[src/rtl/reg_if_pkg.sv]
// reg_if_pkg: shared constants and types for the UART register interface.
//   RSP_CMD / ERR_CMD : read-response header bytes (good / out-of-range)
//   WR_CMD            : write command byte seen by the command-receive path
//   N_REGS            : number of valid register addresses
//   rsp_state_t       : read-response transmitter FSM states
//   byte_t            : one UART byte
package reg_if_pkg;

    localparam logic [7:0]  RSP_CMD = 8'h02;
    localparam logic [7:0]  ERR_CMD = 8'hEE;
    localparam logic [7:0]  WR_CMD  = 8'h01;
    localparam int unsigned N_REGS  = 2;

    typedef enum logic [1:0] {IDLE, FETCH, SEND, WAIT} rsp_state_t;

    typedef logic [7:0] byte_t;

endpackage

[src/rtl/tx_watchdog.sv]
// tx_watchdog: per-byte down-counter that flags a stalled transmitter.
//   clk, rst : clock, async active-high reset
//   start_i  : reload the counter with TMO_CYC-1 (one cycle before waiting starts)
//   en_i     : count down this cycle (waiting, no completion seen)
//   exp_o    : counter has run out; never set when TMO_CYC == 0
module tx_watchdog #(
    parameter int unsigned TMO_CYC = 100000
) (
    input  logic clk,
    input  logic rst,
    input  logic start_i,
    input  logic en_i,
    output logic exp_o
);

    localparam int unsigned W = (TMO_CYC > 1) ? $clog2(TMO_CYC) : 1;
    localparam logic [W-1:0] LOAD = W'((TMO_CYC == 0) ? 0 : TMO_CYC - 1);

    logic [W-1:0] cnt_q, cnt_d;

    // Loaded value TMO_CYC-1 reaches zero on the TMO_CYC-th waiting cycle.
    always_comb begin
        cnt_d = start_i ? LOAD : (en_i && cnt_q != '0) ? cnt_q - 1'b1 : cnt_q;
    end

    always_ff @(posedge clk or posedge rst) begin
        if (rst) cnt_q <= LOAD;
        else     cnt_q <= cnt_d;
    end

    assign exp_o = (TMO_CYC != 0) && (cnt_q == '0);

endmodule

[src/rtl/reg_rsp_tx.sv]
// reg_rsp_tx: read-response transmitter; fetches one register and sends a 4-byte frame.
//   clk, rst     : clock, async active-high reset
//   rd_req       : read request pulse, rd_addr sampled with it
//   reg_rd_addr  : registered read address to the register array
//   reg_rd_data  : combinational read data from the register array
//   tx_wr        : UART TX load pulse; tx_data held until tx_done
//   tx_done      : UART TX byte-finished pulse
//   busy         : frame in progress
//   frame_done   : pulse in the first idle cycle after the 4th byte
//   rd_drop      : rd_req ignored because busy
//   tmo_err      : tx_done timeout, frame aborted
// Frame: header, address, data, XOR checksum of the first three.
module reg_rsp_tx #(
    parameter int unsigned N_REGS  = reg_if_pkg::N_REGS,
    parameter logic [7:0]  RSP_CMD = reg_if_pkg::RSP_CMD,
    parameter logic [7:0]  ERR_CMD = reg_if_pkg::ERR_CMD,
    parameter int unsigned TMO_CYC = 100000
) (
    input  logic       clk,
    input  logic       rst,
    input  logic       rd_req,
    input  logic [7:0] rd_addr,
    output logic [7:0] reg_rd_addr,
    input  logic [7:0] reg_rd_data,
    output logic       tx_wr,
    output logic [7:0] tx_data,
    input  logic       tx_done,
    output logic       busy,
    output logic       frame_done,
    output logic       rd_drop,
    output logic       tmo_err
);

    import reg_if_pkg::*;

    rsp_state_t state_q, state_d;
    byte_t      addr_q, addr_d, dat_q, dat_d, tx_data_q, tx_data_d;
    logic       err_q, err_d, fd_q, wd_exp;
    logic [1:0] idx_q, idx_d;

    function automatic byte_t frame_byte(logic [1:0] i, logic e, byte_t a, byte_t d);
        byte_t h = e ? ERR_CMD : RSP_CMD;
        return (i == 2'd0) ? h : (i == 2'd1) ? a : (i == 2'd2) ? d : h ^ a ^ d;
    endfunction

    // tx_data is registered and loaded on entry to SEND, so it reads 0 after
    // reset and stays put through WAIT regardless of later state changes.
    always_comb begin
        state_d   = state_q;
        addr_d    = addr_q;
        err_d     = err_q;
        dat_d     = dat_q;
        idx_d     = idx_q;
        tx_data_d = tx_data_q;
        case (state_q)
            IDLE: if (rd_req) begin
                state_d = FETCH;
                addr_d  = rd_addr;
                err_d   = 32'(rd_addr) >= N_REGS;
            end
            FETCH: begin
                dat_d     = err_q ? 8'h00 : reg_rd_data;
                idx_d     = 2'd0;
                tx_data_d = err_q ? ERR_CMD : RSP_CMD;
                state_d   = SEND;
            end
            SEND: state_d = WAIT;
            WAIT: if (tx_done) begin
                if (idx_q == 2'd3) begin
                    state_d = IDLE;
                end else begin
                    idx_d     = idx_q + 2'd1;
                    tx_data_d = frame_byte(idx_q + 2'd1, err_q, addr_q, dat_q);
                    state_d   = SEND;
                end
            end else if (wd_exp) begin
                state_d = IDLE;
            end
            default: state_d = IDLE;
        endcase
    end

    always_ff @(posedge clk or posedge rst) begin
        if (rst) begin
            state_q   <= IDLE;
            addr_q    <= '0;
            err_q     <= 1'b0;
            dat_q     <= '0;
            idx_q     <= '0;
            tx_data_q <= '0;
            fd_q      <= 1'b0;
        end else begin
            state_q   <= state_d;
            addr_q    <= addr_d;
            err_q     <= err_d;
            dat_q     <= dat_d;
            idx_q     <= idx_d;
            tx_data_q <= tx_data_d;
            fd_q      <= state_q == WAIT && tx_done && idx_q == 2'd3;
        end
    end

    tx_watchdog #(.TMO_CYC(TMO_CYC)) u_wd (
        .clk     (clk),
        .rst     (rst),
        .start_i (state_q == SEND),
        .en_i    (state_q == WAIT && !tx_done),
        .exp_o   (wd_exp)
    );

    assign reg_rd_addr = addr_q;
    assign tx_wr       = state_q == SEND;
    assign tx_data     = tx_data_q;
    assign busy        = state_q != IDLE;
    assign frame_done  = fd_q;
    assign rd_drop     = rd_req && busy;
    // A tx_done arriving on the expiry cycle still completes the byte.
    assign tmo_err     = state_q == WAIT && !tx_done && wd_exp;

endmodule

[config.mk]
export PLATFORM = sky130hd
export DESIGN_NAME = reg_rsp_tx
export DESIGN_NICKNAME = d
export VERILOG_FILES = /design/src/rtl/reg_if_pkg.sv /design/src/rtl/tx_watchdog.sv /design/src/rtl/reg_rsp_tx.sv
export SDC_FILE = /design/constraint.sdc
export NUM_CORES = 1
export LEC_CHECK = 0
export ABC_AREA = 1
export CAP_MARGIN = 40
export CORE_MARGIN = 5
export CORE_UTILIZATION = 45
export DETAILED_ROUTE_END_ITERATION = 8
export PLACE_DENSITY = 0.77
export REMOVE_ABC_BUFFERS = 1
export SLEW_MARGIN = 20
export SYNTH_ARGS = -nofsm -noshare
export SYNTH_HDL_FRONTEND = slang
export SYNTH_SLANG_ARGS = --single-unit
[constraint.sdc]
create_clock -name clk -period 2.11 [get_ports clk]
set_input_delay 0.422 -clock clk [delete_from_list [all_inputs] [get_ports clk]]
set_output_delay 0.422 -clock clk [all_outputs]
set_load 0.02 [all_outputs]
==> impl_metrics.toml, run 1 <==
[place]
io_buffer_count = 40
pre_cts_slack_ps = -277
place.gp.congestion = 0.880
hpwl_mm = 5.10
postPlaceCellArea_um2 = 3350

[sta]
setup_violations = 0
period_needed_ps = 2010
hold_viol = 0
hold_ws_ps = 437
rsz0062_at_grt = "no"
worst_pin_slew_ps = 647
slew_viol_final = 0
clock_skew_ps = 12.1
finalCritPeriodShare = 0.952
layout_setup_ws_ps = 101
max_freq_ghz = 0.498
slew_headroom = 0.567

[worst_setup_path]
crit_family = "buffers and inverters"
crit_required_ps = 1690
regToRegSetupSlack_ps = 330
reg2reg_to = "tx_data[4]"
worst_path_max_delay_cell = "clkdlybuf4s50_1"
path_max_fanout = 6
worstSetupEndpointType = "output port"
cp-start-kind = "flop"
reg2regPathDepth = 7
crit_arrival_ps = 1590
crit_type = "flop to output port"
crit_chain = "buf_4 -> nor2_4 -> clkdlybuf4s50_1"
crit_path_max_incr_delay_ps = 610
r2r_start = "idx_q[0]"
cp.buffers_inverters = 2
crit_path_start = "state_q[0]"
critPathCapture = "tx_wr"
crit_cells = 3

[power_and_ir_drop]
power_density_nw_per_um2 = 1370
p_leak_uw = 0.00171
finalPower_uw = 4720
ir_worst_vdd_mv = 0.745

[drt]
routed_wl_mm = 6.56
num_vias = 2558
drc = 0
dr.pass1.iters = 4
routedWlPerCell_um = 12.9
ant_nets = 0
dr.first_iter.drc_count = 111
vias_per_cell = 5.03

[logic_synthesis]
synth.area.top_cells = "dfrtp_1 (34%), nand2_1 (15%), dfstp_2 (9.8%), nand3_1 (8.6%), nor2_1 (5.9%)"
async_flop_share = 1.00
synthTopCellsByCount = "nand2_1 (104), nand3_1 (46), nor2_1 (42)"
ys_seq_area_frac = 0.442
syn_inst = 365
synth_top_area_frac = 0.344
synthesis.area_um2 = 2690
synth_warnings = 0
ys_types = 33
yosysMostFrequentCell = "nand2_1"
syn_area_per_cell_um2 = 7.37
synth_top_cell_by_area = "dfrtp_1"
ys.flop_type = "dfrtp_1"
synth_edf_count = 0
synth-seq-cells = 47

[layout]
regArea_um2 = 1190
final_util = 0.589
drive_gt1_frac = 0.152
layout.nets = 457
final_cell_area_um2 = 3450
n_fill_cell = 545
multi_input_area_um2 = 1280
antennaDiodeCount = 0
syn_to_final_growth_pct = 28.0

[clock_network]
htree_levels = 2
root_buffer = "clkbuf_8"
cts.sinks = 47
cts.path.max_buffers = 2
postCtsSetupBuffers = 0
hold_buffers = 0
numCtsBuffers = 5
clk_pin_slew_ps = 90
cts_tree = "built"
clk_latency_ps = 300

[floorplan]
die_area_um2 = 7630
std_cell_rows = 28
die_w_um = 87.3
start_util = 0.460
core_area_um2 = 5850
dieHeight_um = 87.3
boundaryPins = 41

[global_route]
grt_first_pass_wirelength_mm = 11.2
grt_pass1_vias = 2541
grt_usage = 0.186
grt_max_degree = 23
grt_antenna_before_repair = 0
grt-ovfl-total = 0

[job]
maxCapViolations = 0

[status]
status = "finished clean"

[worst_hold_path]
hold_path_class = "input port to asynchronous set/reset pin"
## layout make-up
cell class                      count  share of cell area
Tap cell                           75              0.0272
Timing Repair Buffer               71               0.183
Clock buffer                        7              0.0251
Sequential cell                    47               0.345
Multi-Input combinational cell    267               0.373
Inverter                           41              0.0447
Clock inverter                      1             0.00254
## stage by stage
stage | setup TNS (ps) | cells
after global placement | -309 | 501
after floorplan | 0 | 355
after global routing | 0 | 509
after detailed placement | -315 | 501
final | 0 | 509
after CTS | 0 | 509
## state kept, by name, indices dropped and copies added (netlist names)
name         flops
err_q            1
state_q          2
idx_q            2
reg_rd_addr      8
dat_q            8
tx_data          8
frame_done       1
u_wd.cnt_q      17
## logic make-up (layout without fill, tap and decap cells)
| logic type | count (synthesis) | after routing | synth area share |
|---|---|---|---|
| flip-flops | 47 | 47 | 0.442 |
| buffers and inverters | 51 | 120 | 0.0809 |
| AO/OA/AOI/OAI | 45 | 45 | 0.0897 |
| AND/OR/NAND/NOR | 210 | 210 | 0.341 |
| adder cells (fa/ha/maj) | 4 | 4 | 0.0186 |
| multiplexers | 2 | 2 | 0.00837 |
| XOR/XNOR | 6 | 6 | 0.0195 |
## power by group
group	total [uW]	switching, uW	internal, uW	leakage (uW)
registers	1460	198	1260	0.000568
logic	2680	1600	1080	0.00110
clock network	577	308	269	0.0000484
total	4720	2100	2610	0.00171
## cell usage in the layout, fill, tap and decap left out, types with 4 or more instances in the layout
cell and n:
dfrtp_1 37, o21ai_1 6, buf_4 31, clkdlybuf4s50_1 37
nor2_1 42, a21oi_1 20, inv_1 36, nand2_1 104
o21ai_0 14, ha_1 4, clkbuf_8 6, nand3_1 46
xor2_1 4, dfstp_2 10
## routing by layer
| layer | share of wire | wire length [um] | vias up | track usage |
|---|---|---|---|---|
| met1 | 0.43 | 2840 | 1177 | 0.234 |
| met2 | 0.50 | 3260 | 64 | 0.313 |
| met5 | 0 | 0 | - | 0 |
| met4 | 0.021 | 141 | 0 | 0.0586 |
| li1 | - | - | 1303 | - |
| met3 | 0.048 | 315 | 14 | 0.0445 |
## how the worst min path moves through the flow
stage / end / slack [ps] / cells past startpoint
final: frame_done / 440 / 2
after global routing: frame_done / 490 / 2
after CTS: frame_done / 450 / 2
after detailed placement: u_wd.cnt_q[16] / 490 / 2
after global placement: u_wd.cnt_q[16] / 490 / 2
after floorplan: u_wd.cnt_q[16] / 460 / 2
## what timing repair did
item                                    4_1_cts  5_1_grt
pin swaps                                     0        0
endpoints found under the setup margin        2        1
gates resized for setup                       6        1
No activity file was read; power rests on OpenSTA's default activity.
==> run 2, diff against run 1 <==
==> constraint.sdc (replaced) <==
create_clock -name clk -period 2.11 [get_ports clk]
set_input_delay 0.211 -clock clk [delete_from_list [all_inputs] [get_ports clk]]
set_output_delay 0.211 -clock clk [all_outputs]
set_load 0.02 [all_outputs]
==> impl_metrics.toml, run 2 (synthesis results as in run 1) <==
[worst_setup_path]
cp-start-kind = "flop"
crit_path_max_incr_delay_ps = 540
worst_path_max_delay_cell = "dfstp_2"
worstSetupEndpointType = "flop"
crit_required_ps = 2360
path_max_fanout = 20
crit_type = "flop to flop"
crit_family = "simple AND/OR/NAND/NOR gates"
crit_arrival_ps = 2170
crit_chain = "inv_1 -> ha_1 -> nand2_2 -> nor2_4 -> buf_4 -> nand3_4 -> nand2_4 -> nand2_2 -> nand2_1 -> nand2_1"
cp.buffers_inverters = 2

[floorplan]
std_cell_rows = 28
dieHeight_um = 87.3
die_area_um2 = 7630
die_w_um = 87.3
start_util = 0.460
boundaryPins = 41
core_area_um2 = 5850

[drt]
ant_nets = 0
dr.pass1.iters = 4
num_vias = 2526
routed_wl_mm = 6.60
dr.first_iter.drc_count = 145
routedWlPerCell_um = 13.5
drc = 0
vias_per_cell = 5.17

[clock_network]
clk_latency_ps = 310
root_buffer = "clkbuf_8"
cts.sinks = 47
numCtsBuffers = 5
clk_pin_slew_ps = 90
cts.path.max_buffers = 2
htree_levels = 2
cts_tree = "built"

[layout]
syn_to_final_growth_pct = 23.0
final_util = 0.566
antennaDiodeCount = 0
regMostFlops = "u_wd.cnt_q"
layout_common_cells = "nand2_1 (104), nand3_1 (46), nor2_1 (42)"
largest_reg_flops = 17
layout.nets = 437
layout_commonest_cell = "nand2_1"
drive_gt1_frac = 0.111

[global_route]
grt_first_pass_wirelength_mm = 11.1
grt_max_degree = 23
grt_pass1_vias = 2471
grt-ovfl-total = 0
grt_usage = 0.185
grt_antenna_before_repair = 0

[sta]
slew_viol_final = 0
hold_viol = 0
setup_violations = 0
worst_pin_slew_ps = 639
clock_skew_ps = 12.4
fin_tns_setup_ps = 0
finalCritPeriodShare = 0.911
period_needed_ps = 1920
rsz0062_at_grt = "no"
slew_headroom = 0.572
max_freq_ghz = 0.520

[worst_hold_path]
hold_path_class = "input port to asynchronous set/reset pin"

[place]
hpwl_mm = 4.94
io_buffer_count = 40
place.gp.congestion = 0.942

[power_and_ir_drop]
seqPwrFrac = 0.331
power_frac_comb = 0.527
clkPwrFrac = 0.142
power_density_nw_per_um2 = 1400
power.switching_uw = 2080
p_int_uw = 2550
ir_worst_vdd_mv = 0.669
p_leak_uw = 0.00162
switching_share = 0.450

[status]
status = "finished clean"

[job]
maxCapViolations = 0
-- run 2: worst reg2reg max path, cell delays in order, from the launching register on --
cell and delay [ps]:
dfstp_2 540, inv_1 70, ha_1 220, nand2_2 130, nor2_4 50, buf_4 140
nand3_4 80, nand2_4 150, nand2_2 310, nand2_1 100, nand2_1 70
-- run 2: timing repair --
action / 4_1_cts / 5_1_grt
cloned: 0 / 0
pin swaps: 0 / 0
endpoints found under the hold margin: 0 / 0
hold buffers: 0 / 0
buffers inserted: 0 / 0
setup endpoints to repair: 1 / 1
gates resized for setup: 1 / 3
-- run 2: cell type report --
cell class              instances  area [um^2]
clock buffers                   6         72.6
well taps                      75         93.8
inverters                      41          154
flip-flops and latches         47         1190
multi-input cells             267         1280
repair buffers                 51          478
fillers                       538         2540
clock inverters                 2         37.5
-- run 2: final timing paths --
| path | startpoint | end | slack, ps | cells after the start |
|---|---|---|---|---|
| max | u_wd.cnt_q[0] | u_wd.cnt_q[14] | 190 | 10 |
| min | rst | state_q[1] | 230 | 2 |
| max reg2reg | u_wd.cnt_q[0] | u_wd.cnt_q[14] | 190 | 10 |
| min reg2reg | u_wd.cnt_q[16] | u_wd.cnt_q[16] | 490 | 2 |
| max in group asynchronous | rst | idx_q[1] | 1290 | 3 |
| min in group clk | reg_rd_data[4] | dat_q[4] | 460 | 3 |
-- run 2: metrics by stage --
step | std cells | worst slack (ps) | power (uW) | hold WS (ps) | cell area, um^2
2_1_floorplan | 355 | 448 | 3090 | 352 | 2630
3_3_place_gp | 481 | 93.4 | 3890 | 476 | 3200
3_5_place_dp | 481 | 75.9 | 3970 | 479 | 3200
4_1_cts | 489 | 19.5 | 4640 | 241 | 3310
5_1_grt | 489 | 55.5 | 5020 | 270 | 3310
6_report | 489 | 187 | 4630 | 230 | 3310
-- run 2: power by group through the flow --
stage                     Sequential (uW)  Clock, uW  Combinational [uW]
final                                1530        659                2440
after global routing                 1580        708                2730
after CTS                            1530        676                2440
after detailed placement             1540          0                2420
after global placement               1530          0                2360
after floorplan                      1660          0                1420
-- run 2: layer usage --
metal / track usage / wire length, um / vias up
met2: 0.312 / 3300 / 72
met3: 0.0407 / 412 / 15
met5: 0 / 0 / -
li1: - / - / 1261
met4: 0.0642 / 119 / 0
met1: 0.233 / 2770 / 1178
